File: src/rtl/multicycle_controller_if.sv
// Unified memory port between the multi-cycle controller and memory.
// The controller issues requests; memory answers with mem_ready.
interface multicycle_controller_if;
    logic mem_read;
    logic mem_write;
    logic iord;
    logic mem_ready;

    modport master (
        output mem_read,
        output mem_write,
        output iord,
        input  mem_ready
    );

    modport slave (
        input  mem_read,
        input  mem_write,
        input  iord,
        output mem_ready
    );
endinterface

File: src/rtl/multicycle_controller.sv
// Multi-cycle MIPS control FSM: fetch/decode/execute/memory/writeback,
// memory handshake with timeout, illegal-op trap, retired counter.
module multicycle_controller #(
    parameter int ALUOP_W     = 6,
    parameter int MEM_TIMEOUT = 16,
    parameter int CNT_W       = 32
) (
    input  logic               clk,
    input  logic               reset_n,
    input  logic [5:0]         opcode,
    input  logic [5:0]         func,
    input  logic               zero,
    multicycle_controller_if.master mem,
    output logic               ir_write,
    output logic               pc_write,
    output logic               pc_write_cond,
    output logic [1:0]         pc_src,
    output logic               alu_src_a,
    output logic [1:0]         alu_src_b,
    output logic [ALUOP_W-1:0] alu_op,
    output logic               reg_dst,
    output logic               mem_to_reg,
    output logic               reg_write,
    output logic               fault,
    output logic [1:0]         fault_code,
    output logic [CNT_W-1:0]   retired
);

    typedef enum logic [3:0] {
        IDLE, FETCH, DECODE, EXEC_R, WB_R,
        EXEC_I, WB_I, MEM_ADDR, MEM_RD, WB_MEM,
        MEM_WR, BRANCH, JUMP, FAULT
    } state_t;

    localparam logic [5:0] F_ADD  = 6'b100000;
    localparam logic [5:0] F_SUB  = 6'b100010;
    localparam logic [5:0] F_AND  = 6'b100100;
    localparam logic [5:0] F_OR   = 6'b100101;
    localparam logic [5:0] F_XOR  = 6'b100110;
    localparam logic [5:0] F_SLT  = 6'b101010;
    localparam logic [5:0] F_SLTU = 6'b101011;

    localparam int TW = $clog2(MEM_TIMEOUT + 1);
    localparam logic [TW-1:0] TLAST = TW'(MEM_TIMEOUT - 1);

    state_t        state, state_n;
    logic [TW-1:0] cnt;
    logic [1:0]    code_n;
    logic          retire;
    logic          rd_req, wr_req, addr_sel;
    logic          func_ok;
    logic          is_r, is_mem, is_imm, is_br, is_j;
    logic [5:0]    imm_f;
    logic          expired;

    assign mem.mem_read  = rd_req;
    assign mem.mem_write = wr_req;
    assign mem.iord      = addr_sel;
    assign fault         = (state == FAULT);
    assign expired       = !mem.mem_ready && (cnt == TLAST);

    // Classify the instruction held in the instruction register
    always_comb begin
        func_ok = 1'b0;
        case (func)
            F_ADD, F_SUB, F_AND, F_OR,
            F_XOR, F_SLT, F_SLTU: func_ok = 1'b1;
            default:              func_ok = 1'b0;
        endcase
        is_r   = (opcode == 6'b000000);
        is_mem = (opcode == 6'b100011) || (opcode == 6'b101011);
        is_br  = (opcode == 6'b000100) || (opcode == 6'b000101);
        is_j   = (opcode == 6'b000010);
        is_imm = 1'b1;
        imm_f  = F_ADD;
        case (opcode)
            6'b001000: imm_f = F_ADD;
            6'b001100: imm_f = F_AND;
            6'b001101: imm_f = F_OR;
            6'b001110: imm_f = F_XOR;
            6'b001010: imm_f = F_SLT;
            6'b001011: imm_f = F_SLTU;
            default:   is_imm = 1'b0;
        endcase
    end

    // Next state, control outputs and fault cause for the current state
    always_comb begin
        state_n       = state;
        code_n        = 2'b00;
        retire        = 1'b0;
        rd_req        = 1'b0;
        wr_req        = 1'b0;
        addr_sel      = 1'b0;
        ir_write      = 1'b0;
        pc_write      = 1'b0;
        pc_write_cond = 1'b0;
        pc_src        = 2'd0;
        alu_src_a     = 1'b0;
        alu_src_b     = 2'd0;
        alu_op        = '0;
        reg_dst       = 1'b0;
        mem_to_reg    = 1'b0;
        reg_write     = 1'b0;
        case (state)
            IDLE: state_n = FETCH;
            FETCH: begin
                rd_req    = 1'b1;
                alu_src_b = 2'd1;
                alu_op    = ALUOP_W'(F_ADD);
                ir_write  = mem.mem_ready;
                pc_write  = mem.mem_ready;
                if (mem.mem_ready) begin
                    state_n = DECODE;
                end else if (expired) begin
                    state_n = FAULT;
                    code_n  = 2'b10;
                end
            end
            DECODE: begin
                alu_src_b = 2'd3;
                alu_op    = ALUOP_W'(F_ADD);
                unique case (1'b1)
                    is_r && func_ok: state_n = EXEC_R;
                    is_mem:          state_n = MEM_ADDR;
                    is_imm:          state_n = EXEC_I;
                    is_br:           state_n = BRANCH;
                    is_j:            state_n = JUMP;
                    default: begin
                        state_n = FAULT;
                        code_n  = 2'b01;
                    end
                endcase
            end
            EXEC_R: begin
                alu_src_a = 1'b1;
                alu_op    = ALUOP_W'(func);
                state_n   = WB_R;
            end
            WB_R: begin
                reg_dst   = 1'b1;
                reg_write = 1'b1;
                retire    = 1'b1;
                state_n   = FETCH;
            end
            EXEC_I: begin
                alu_src_a = 1'b1;
                alu_src_b = 2'd2;
                alu_op    = ALUOP_W'(imm_f);
                state_n   = WB_I;
            end
            WB_I: begin
                reg_write = 1'b1;
                retire    = 1'b1;
                state_n   = FETCH;
            end
            MEM_ADDR: begin
                alu_src_a = 1'b1;
                alu_src_b = 2'd2;
                alu_op    = ALUOP_W'(F_ADD);
                state_n   = opcode[3] ? MEM_WR : MEM_RD;
            end
            MEM_RD: begin
                rd_req   = 1'b1;
                addr_sel = 1'b1;
                if (mem.mem_ready) begin
                    state_n = WB_MEM;
                end else if (expired) begin
                    state_n = FAULT;
                    code_n  = 2'b10;
                end
            end
            WB_MEM: begin
                mem_to_reg = 1'b1;
                reg_write  = 1'b1;
                retire     = 1'b1;
                state_n    = FETCH;
            end
            MEM_WR: begin
                wr_req   = 1'b1;
                addr_sel = 1'b1;
                if (mem.mem_ready) begin
                    retire  = 1'b1;
                    state_n = FETCH;
                end else if (expired) begin
                    state_n = FAULT;
                    code_n  = 2'b10;
                end
            end
            BRANCH: begin
                alu_src_a     = 1'b1;
                alu_op        = ALUOP_W'(F_SUB);
                pc_src        = 2'd1;
                pc_write_cond = opcode[0] ? !zero : zero;
                retire        = 1'b1;
                state_n       = FETCH;
            end
            JUMP: begin
                pc_write = 1'b1;
                pc_src   = 2'd2;
                retire   = 1'b1;
                state_n  = FETCH;
            end
            FAULT:   state_n = FAULT;
            default: state_n = IDLE;
        endcase
    end

    // State register; reset aborts any access in flight
    always_ff @(posedge clk or negedge reset_n) begin
        if (!reset_n) state <= IDLE;
        else          state <= state_n;
    end

    // Wait counter restarts whenever a new state is entered
    always_ff @(posedge clk or negedge reset_n) begin
        if (!reset_n) begin
            cnt <= '0;
        end else if (state_n != state) begin
            cnt <= '0;
        end else if (!mem.mem_ready &&
                     (state == FETCH || state == MEM_RD ||
                      state == MEM_WR)) begin
            cnt <= cnt + 1'b1;
        end
    end

    // Fault cause is latched on entry and held until reset
    always_ff @(posedge clk or negedge reset_n) begin
        if (!reset_n)
            fault_code <= 2'b00;
        else if (state_n == FAULT && state != FAULT)
            fault_code <= code_n;
    end

    // Retired count bumps on each instruction's final cycle
    always_ff @(posedge clk or negedge reset_n) begin
        if (!reset_n)    retired <= '0;
        else if (retire) retired <= retired + 1'b1;
    end

endmodule

File: src/flat_wrapper.sv
// flat-port wrapper written by rule: the top's interface ports become plain ports
module multicycle_controller_flat 
#(
    parameter int ALUOP_W     = 6,
    parameter int MEM_TIMEOUT = 16,
    parameter int CNT_W       = 32
)
  (clk, reset_n, opcode, func, zero, ir_write, pc_write, pc_write_cond, pc_src, alu_src_a, alu_src_b, alu_op, reg_dst, mem_to_reg, reg_write, fault, fault_code, retired, mem_mem_read, mem_mem_write, mem_iord, mem_mem_ready);
  multicycle_controller_if mem_i ();
  input  logic clk;
  input  logic reset_n;
  input  logic [5:0] opcode;
  input  logic [5:0] func;
  input  logic zero;
  output logic ir_write;
  output logic pc_write;
  output logic pc_write_cond;
  output logic [1:0] pc_src;
  output logic alu_src_a;
  output logic [1:0] alu_src_b;
  output logic [ALUOP_W-1:0] alu_op;
  output logic reg_dst;
  output logic mem_to_reg;
  output logic reg_write;
  output logic fault;
  output logic [1:0] fault_code;
  output logic [CNT_W-1:0] retired;
  output wire logic [$bits(mem_i.mem_read)-1:0] mem_mem_read;
  output wire logic [$bits(mem_i.mem_write)-1:0] mem_mem_write;
  output wire logic [$bits(mem_i.iord)-1:0] mem_iord;
  input wire logic [$bits(mem_i.mem_ready)-1:0] mem_mem_ready;
  assign mem_mem_read = mem_i.mem_read;
  assign mem_mem_write = mem_i.mem_write;
  assign mem_iord = mem_i.iord;
  assign mem_i.mem_ready = mem_mem_ready;
  multicycle_controller #(.ALUOP_W(ALUOP_W), .MEM_TIMEOUT(MEM_TIMEOUT), .CNT_W(CNT_W)) u_core (.clk(clk), .reset_n(reset_n), .opcode(opcode), .func(func), .zero(zero), .mem(mem_i), .ir_write(ir_write), .pc_write(pc_write), .pc_write_cond(pc_write_cond), .pc_src(pc_src), .alu_src_a(alu_src_a), .alu_src_b(alu_src_b), .alu_op(alu_op), .reg_dst(reg_dst), .mem_to_reg(mem_to_reg), .reg_write(reg_write), .fault(fault), .fault_code(fault_code), .retired(retired));
endmodule
File: config.mk
export PLATFORM = sky130hd
export DESIGN_NAME = multicycle_controller_flat
export DESIGN_NICKNAME = d
export VERILOG_FILES = /design/src/rtl/multicycle_controller_if.sv /design/src/rtl/multicycle_controller.sv /design/src/flat_wrapper.sv
export SDC_FILE = /design/constraint.sdc
export NUM_CORES = 1
export LEC_CHECK = 0
export ABC_AREA = 1
export BUFFER_PORTS_ARGS = -buffer_cell sky130_fd_sc_hd__buf_2
export CORE_ASPECT_RATIO = 1.2
export CORE_MARGIN = 3
export CORE_UTILIZATION = 52
export CTS_CLUSTER_DIAMETER = 200
export CTS_CLUSTER_SIZE = 25
export DETAILED_ROUTE_END_ITERATION = 10
export MAX_ROUTING_LAYER = met4
export PLACE_DENSITY_LB_ADDON = 0.12
export SLEW_MARGIN = 15
export SYNTH_ARGS = -nofsm -noshare
export SYNTH_HDL_FRONTEND = slang
export SYNTH_SLANG_ARGS = --single-unit
File: constraint.sdc
create_clock -name clk -period 2.5 [get_ports clk]
set_clock_uncertainty 0.15 [all_clocks]
set_input_delay 0.125 -clock clk [delete_from_list [all_inputs] [get_ports clk]]
set_output_delay 0.125 -clock clk [all_outputs]
set_load 0.02 [all_outputs]
=== Word-level counts from Yosys, hierarchy flattened ===
Index checks and enable logic that the tools add are counted.

* Reduce and logical (&&, ||, !) cells: 25
* Mux-type cells: 32
* $add $sub $neg: 2
* Equal/unequal tests: 35

{| class="wikitable"
|+ Operator list
! kind !! count
|-
| == test 6 bit (second input constant) || 9
|-
| one-hot mux 4 bit (5 select lines) || 2
|-
| == test 6 x 4 -> 1 bit (second input constant) || 6
|-
| one-hot mux 4 bit (9 select lines) || 1
|-
| adder 32 x 1 -> 32 bit (second input constant) || 1
|-
| == test 4 bit (second input constant) || 7
|-
| one-hot mux 6 bit (4 select lines) || 1
|-
| == test 4 x 3 -> 1 bit (second input constant) || 4
|-
| two-way mux 4 bit || 4
|-
| two-way mux 1 bit || 14
|-
| == test 6 x 3 -> 1 bit (second input constant) || 2
|-
| OR reduction 6 bit || 2
|-
| two-way mux 5 bit || 2
|-
| OR reduction 5 bit || 2
|-
| OR reduction 3 bit || 3
|-
| == test 4 x 2 -> 1 bit (second input constant) || 2
|-
| one-hot mux 2 bit (2 select lines) || 2
|-
| OR reduction 7 bit || 1
|-
| == test 6 x 2 -> 1 bit (second input constant) || 1
|-
| zero test 6 bit || 1
|-
| two-way mux 2 bit || 3
|-
| one-hot mux 2 bit (3 select lines) || 1
|-
| OR reduction 2 bit || 3
|-
| adder 5 x 1 -> 5 bit (second input constant) || 1
|-
| 11 further kinds || 19
|}

* Output and inout bits: 55
* Input bits: 16
* Flip-flop bits (word level): 43

=== Depth between registers and ports, before layout ===
* Depth after elaboration: 8
* Mapped depth: 13
* Mapped depth without buffers: 13

=== Worst setup path after synthesis ===
Ideal clock, no wire load.

* Kind: register -> register
* Start: register u_core.state[2]
* End: register u_core.retired[30]
* Path buffers: 2
* Setup slack: 0.374 ns
* Cell stages (with the launch flop): 12
* Data arrival time: 1.853 ns
* Path through: dfrtp_1 > buf_2 > inv_1 > nand2_1 > nor2_1 > nand2_1 > nand2_4 > buf_6 > nand3_2 > nor2_2 > nand3_1 > xor2_1

* Cells in the longest elaborated chain, start to end: 3

{| class="wikitable"
|+ RTL lines
! item !! line !! text
|-
| from (decl) || multicycle_controller.sv:46 || <nowiki>state_t state, state_n;</nowiki>
|-
| from (signal assigned) || multicycle_controller.sv:212 || <nowiki>else state <= state_n;</nowiki>
|-
| == test 4 x 3 -> 1 bit / == test 4 bit (equally long branches) || multicycle_controller.sv:105 || <nowiki>case (state)</nowiki>
|-
| OR reduction 5 bit (no source line) || - ||
|-
| one-hot mux 1 bit (2 select lines) * || multicycle_controller.sv:105 ||
|-
| to (signal assigned) || multicycle_controller.sv:239 || <nowiki>else if (retire) retired <= retired + 1'b1;</nowiki>
|-
| to (decl) || multicycle_controller.sv:26 || <nowiki>output logic [CNT_W-1:0] retired</nowiki>
|}

Mark *: on every way between the ends. The rest lies on a longest branch, timed or not.
A chain may end at the register's enable or synchronous reset.

=== Final worst setup path ===
* Start: register u_core.state[0]
* End: register u_core.retired[27]

Same word-level chain as after synthesis.

==> insert_results.sql <==
INSERT INTO impl_metrics (metric_group, metric, value, unit) VALUES
('yosys', 'synth_enable_flop_cells', '0', ''),
('clock_network', 'h-tree-depth', '2', ''),
('yosys', 'yosys-top-cells-area', 'sky130_fd_sc_hd__dfrtp_1 39%, sky130_fd_sc_hd__nand2_1 11%, sky130_fd_sc_hd__xor2_1 8.9%', ''),
('yosys', 'post-synth-top-area-fraction', '0.3923', ''),
('clock_network', 'clock_tree_from_tritoncts', 'yes', ''),
('yosys', 'synthesis.nets', '380', ''),
('worst_setup_path', 'worst-endpoint-required', '2520', 'ps'),
('pwr', 'p_per_area', '785.6', 'nW/um^2'),
('yosys', 'asyncSetResetFlopFracSynth', '1.000', ''),
('floorplanning', 'placement_rows', '28', ''),
('yosys', 'yosysMostFrequentCell', 'sky130_fd_sc_hd__nand2_1', ''),
('detailed_routing', 'postRouteAntennaNets', '0', ''),
('worst_setup_path', 'critical_path.reg2reg.startpoint', 'u_core.state[0]', ''),
('pwr', 'ir_drop', '478.2', 'uV'),
('worst_setup_path', 'crit_path_frequent_cell', 'sky130_fd_sc_hd__nand2_1', ''),
('worst_setup_path', 'largest_fanout_on_the_critical_path', '12', ''),
('floorplanning', 'die_x', '72.30', 'um'),
('yosys', 'synth_cell_type_count', '31', ''),
('global_route', 'initial_antenna_violation_count', '0', ''),
('yosys', 'synth.yosys.seq_area_share', '0.3923', ''),
('detailed_routing', 'post_drt_wl_per_cell', '13.42', 'um'),
('min_path', 'worstHoldPathType', 'in2reg', ''),
('clock_network', 'cts.sink_count', '43', ''),
('floorplanning', 'floorplan.initialDensity', '0.5475', ''),
('yosys', 'synthCells', '361', ''),
('worst_setup_path', 'cp.arrival', '2360', 'ps'),
('clock_network', 'ctsLongestPathBuffers', '2', ''),
('yosys', 'synth.ff_latch_count', '43', ''),
('global_route', 'grt_max_degree', '44', ''),
('pwr', 'power_leakage', '1.795', 'nW'),
('sta', 'max_clock_freq', '428.0', 'MHz'),
('finish', 'syn_to_final_growth', '19.39', '%'),
('worst_setup_path', 'crit_path_end_kind', 'flop', ''),
('sta', 'relSlewSlack', '0.3701', ''),
('sta', 'min_period', '2337', 'ps'),
('detailed_routing', 'route.detailed.drc', '0', ''),
('yosys', 'netlist_top_cells_count', '80 x sky130_fd_sc_hd__nand2_1, 46 x sky130_fd_sc_hd__nor2_1, 45 x sky130_fd_sc_hd__inv_1, 43 x sky130_fd_sc_hd__dfrtp_1, 31 x sky130_fd_sc_hd__nand3_1', ''),
('min_path', 'hp-start', 'mem_mem_ready', ''),
('global_route', 'number_of_global_route_vias_before_repair', '2456', ''),
('sta', 'setup-tns-final', '0', 'ps'),
('global_route', 'track_usage', '0.2336', ''),
('outcome', 'outcome', 'complete, no violations', ''),
('worst_setup_path', 'timing_worst_setup_path_type', 'reg2reg', ''),
('worst_setup_path', 'timing.critical_path.slowest_cell_delay', '500', 'ps'),
('yosys', 'prevailing_post_synth_register_cell', 'sky130_fd_sc_hd__dfrtp_1', ''),
('floorplanning', 'total_die_area', '6185', 'sq um'),
('yosys', 'yosys.area.top_type', 'sky130_fd_sc_hd__dfrtp_1', ''),
('sta', 'finalMaxSlewViolations', '0', ''),
('placed_design', 'place.detailed.hpwl', '5.438', 'mm'),
('placed_design', 'place.gp.congestion', '0.9242', ''),
('placed_design', 'io_buffer_count', '70', ''),
('sta', 'rsz0062_at_grt', 'no', ''),
('yosys', 'yosys_warnings', '0', ''),
('sta', 'fin_crit_sh', '0.9346', ''),
('global_route', 'grt_first_pass_wirelength', '11.15', 'mm'),
('worst_setup_path', 'crit_path_start', 'u_core.state[0]', ''),
('clock_network', 'worstSkewPairLatency', '290', 'ps'),
('sta', 'worst-slew-pin-transition', '944.8', 'ps'),
('sta', 'number_of_endpoints_failing_setup_at_the_final_stage', '0', ''),
('detailed_routing', 'detailroute.via_count', '2513', ''),
('clock_network', 'clk_root_buffer_cell', 'sky130_fd_sc_hd__clkbuf_8', ''),
('finish', 'diodes', '0', ''),
('floorplanning', 'io-pin-count', '71', ''),
('job', 'max_cap_violations', '0', ''),
('worst_setup_path', 'slowest_cell_on_crit_path', 'sky130_fd_sc_hd__dfrtp_1', ''),
('global_route', 'overflow', '0', ''),
('finish', 'area.sequential', '1077', 'sq um'),
('clock_network', 'numCtsBuffers', '5', ''),
('detailed_routing', 'route.detailed.vias_per_inst', '5.036', ''),
('sta', 'fin_hold_viols', '0', ''),
('yosys', 'syn-mean-instance-area', '7.597', 'sq um');
## registers in the layout, indices dropped and copies added, names as in the netlist
register / count
u_core.retired: 32
u_core.cnt: 5
u_core.state: 4
u_core.fault_code: 2
## final cells by class
type                    instances  share of cell area
well taps                      60             0.02293
multi-input cells             269              0.4501
flip-flops and latches         43              0.3290
repair buffers                 72              0.1123
clock inverters                 1            0.002293
inverters                      47             0.05388
clock buffers                   7             0.02942
## worst max-delay path: cells and delay by family, from the launching register on
| kind | cells | cell delay [ps] |
|---|---|---|
| AND/OR/NAND/NOR | 8 | 1260 |
| flip-flops | 1 | 500 |
| buffers and inverters | 1 | 160 |
| XOR/XNOR | 1 | 150 |
## timing repair
item,4_1_cts,5_1_grt
buffers inserted,0,0
resized for setup,0,1
endpoints found under the hold margin,43,0
hold buffers,1,0
endpoints found under the setup margin,0,1
## report_power, final
group          internal, W  total (W)  switching (W)
Clock             0.000251   0.000485       0.000234
Sequential        0.000788   0.000921       0.000134
Combinational     0.000363    0.00117       0.000802
Total              0.00140    0.00257        0.00117
## path summary, 6_finish.rpt
check | endpoint | slack, ps | cells past startpoint
max in group asynchronous | u_core.state[3] | 1190 | 2
hold / removal | u_core.fault_code[1] | 130 | 4
setup reg to reg | u_core.retired[27] | 160 | 10
min in group asynchronous | u_core.retired[10] | 370 | 2
hold reg to reg | u_core.retired[29] | 350 | 1
setup / recovery | u_core.retired[27] | 160 | 10
## placed cells by master, fill, tap and decap left out, types with 3 or more instances in the layout
| cell type | n |
|---|---|
| sky130_fd_sc_hd__a21oi_1 | 3 |
| sky130_fd_sc_hd__buf_2 | 70 |
| sky130_fd_sc_hd__clkbuf_8 | 7 |
| sky130_fd_sc_hd__dfrtp_1 | 42 |
| sky130_fd_sc_hd__ha_1 | 3 |
| sky130_fd_sc_hd__inv_1 | 45 |
| sky130_fd_sc_hd__nand2_1 | 80 |
| sky130_fd_sc_hd__nand2_2 | 5 |
| sky130_fd_sc_hd__nand3_1 | 31 |
| sky130_fd_sc_hd__nand3_2 | 5 |
| sky130_fd_sc_hd__nand4_1 | 11 |
| sky130_fd_sc_hd__nor2_1 | 46 |
| sky130_fd_sc_hd__nor2_2 | 3 |
| sky130_fd_sc_hd__nor3_1 | 15 |
| sky130_fd_sc_hd__nor4_1 | 5 |
| sky130_fd_sc_hd__o21ai_0 | 12 |
| sky130_fd_sc_hd__xnor2_1 | 7 |
| sky130_fd_sc_hd__xor2_1 | 28 |
## metrics by stage
stage / hold slack [ps] / std cells / instance area (sq um) / setup WS, ps / total power (W)
after floorplan: -320.6 / 361 / 2743 / 374.4 / 0.001744
after global placement: 157.1 / 490 / 3159 / 141.9 / 0.002103
after detailed placement: 171.1 / 490 / 3159 / 200.6 / 0.002099
after CTS: 117.2 / 499 / 3273 / 156.0 / 0.002594
after global routing: 143.5 / 499 / 3274 / 19.53 / 0.002765
final: 135.0 / 499 / 3274 / 163.5 / 0.002572
## cell families (layout without fill, tap and decap cells)
kind of cell,after synthesis,count (layout),share of synthesized area
AO/OA/AOI/OAI,19,19,0.03832
XOR/XNOR,35,35,0.1118
adder cells (fa/ha/maj),3,3,0.01369
multiplexers,2,2,0.007755
AND/OR/NAND/NOR,210,210,0.3659
buffers and inverters,49,127,0.07025
flip-flops,43,43,0.3923
## metal layers
layer / GRT usage / routed length, um / vias up
met5: - / 0 / -
met4: 0.07863 / 133 / 0
met3: 0.03048 / 290 / 10
met2: 0.3960 / 3414 / 69
met1: 0.2844 / 2860 / 1126
li1: - / - / 1308
No activity file was read; power rests on OpenSTA's default activity.
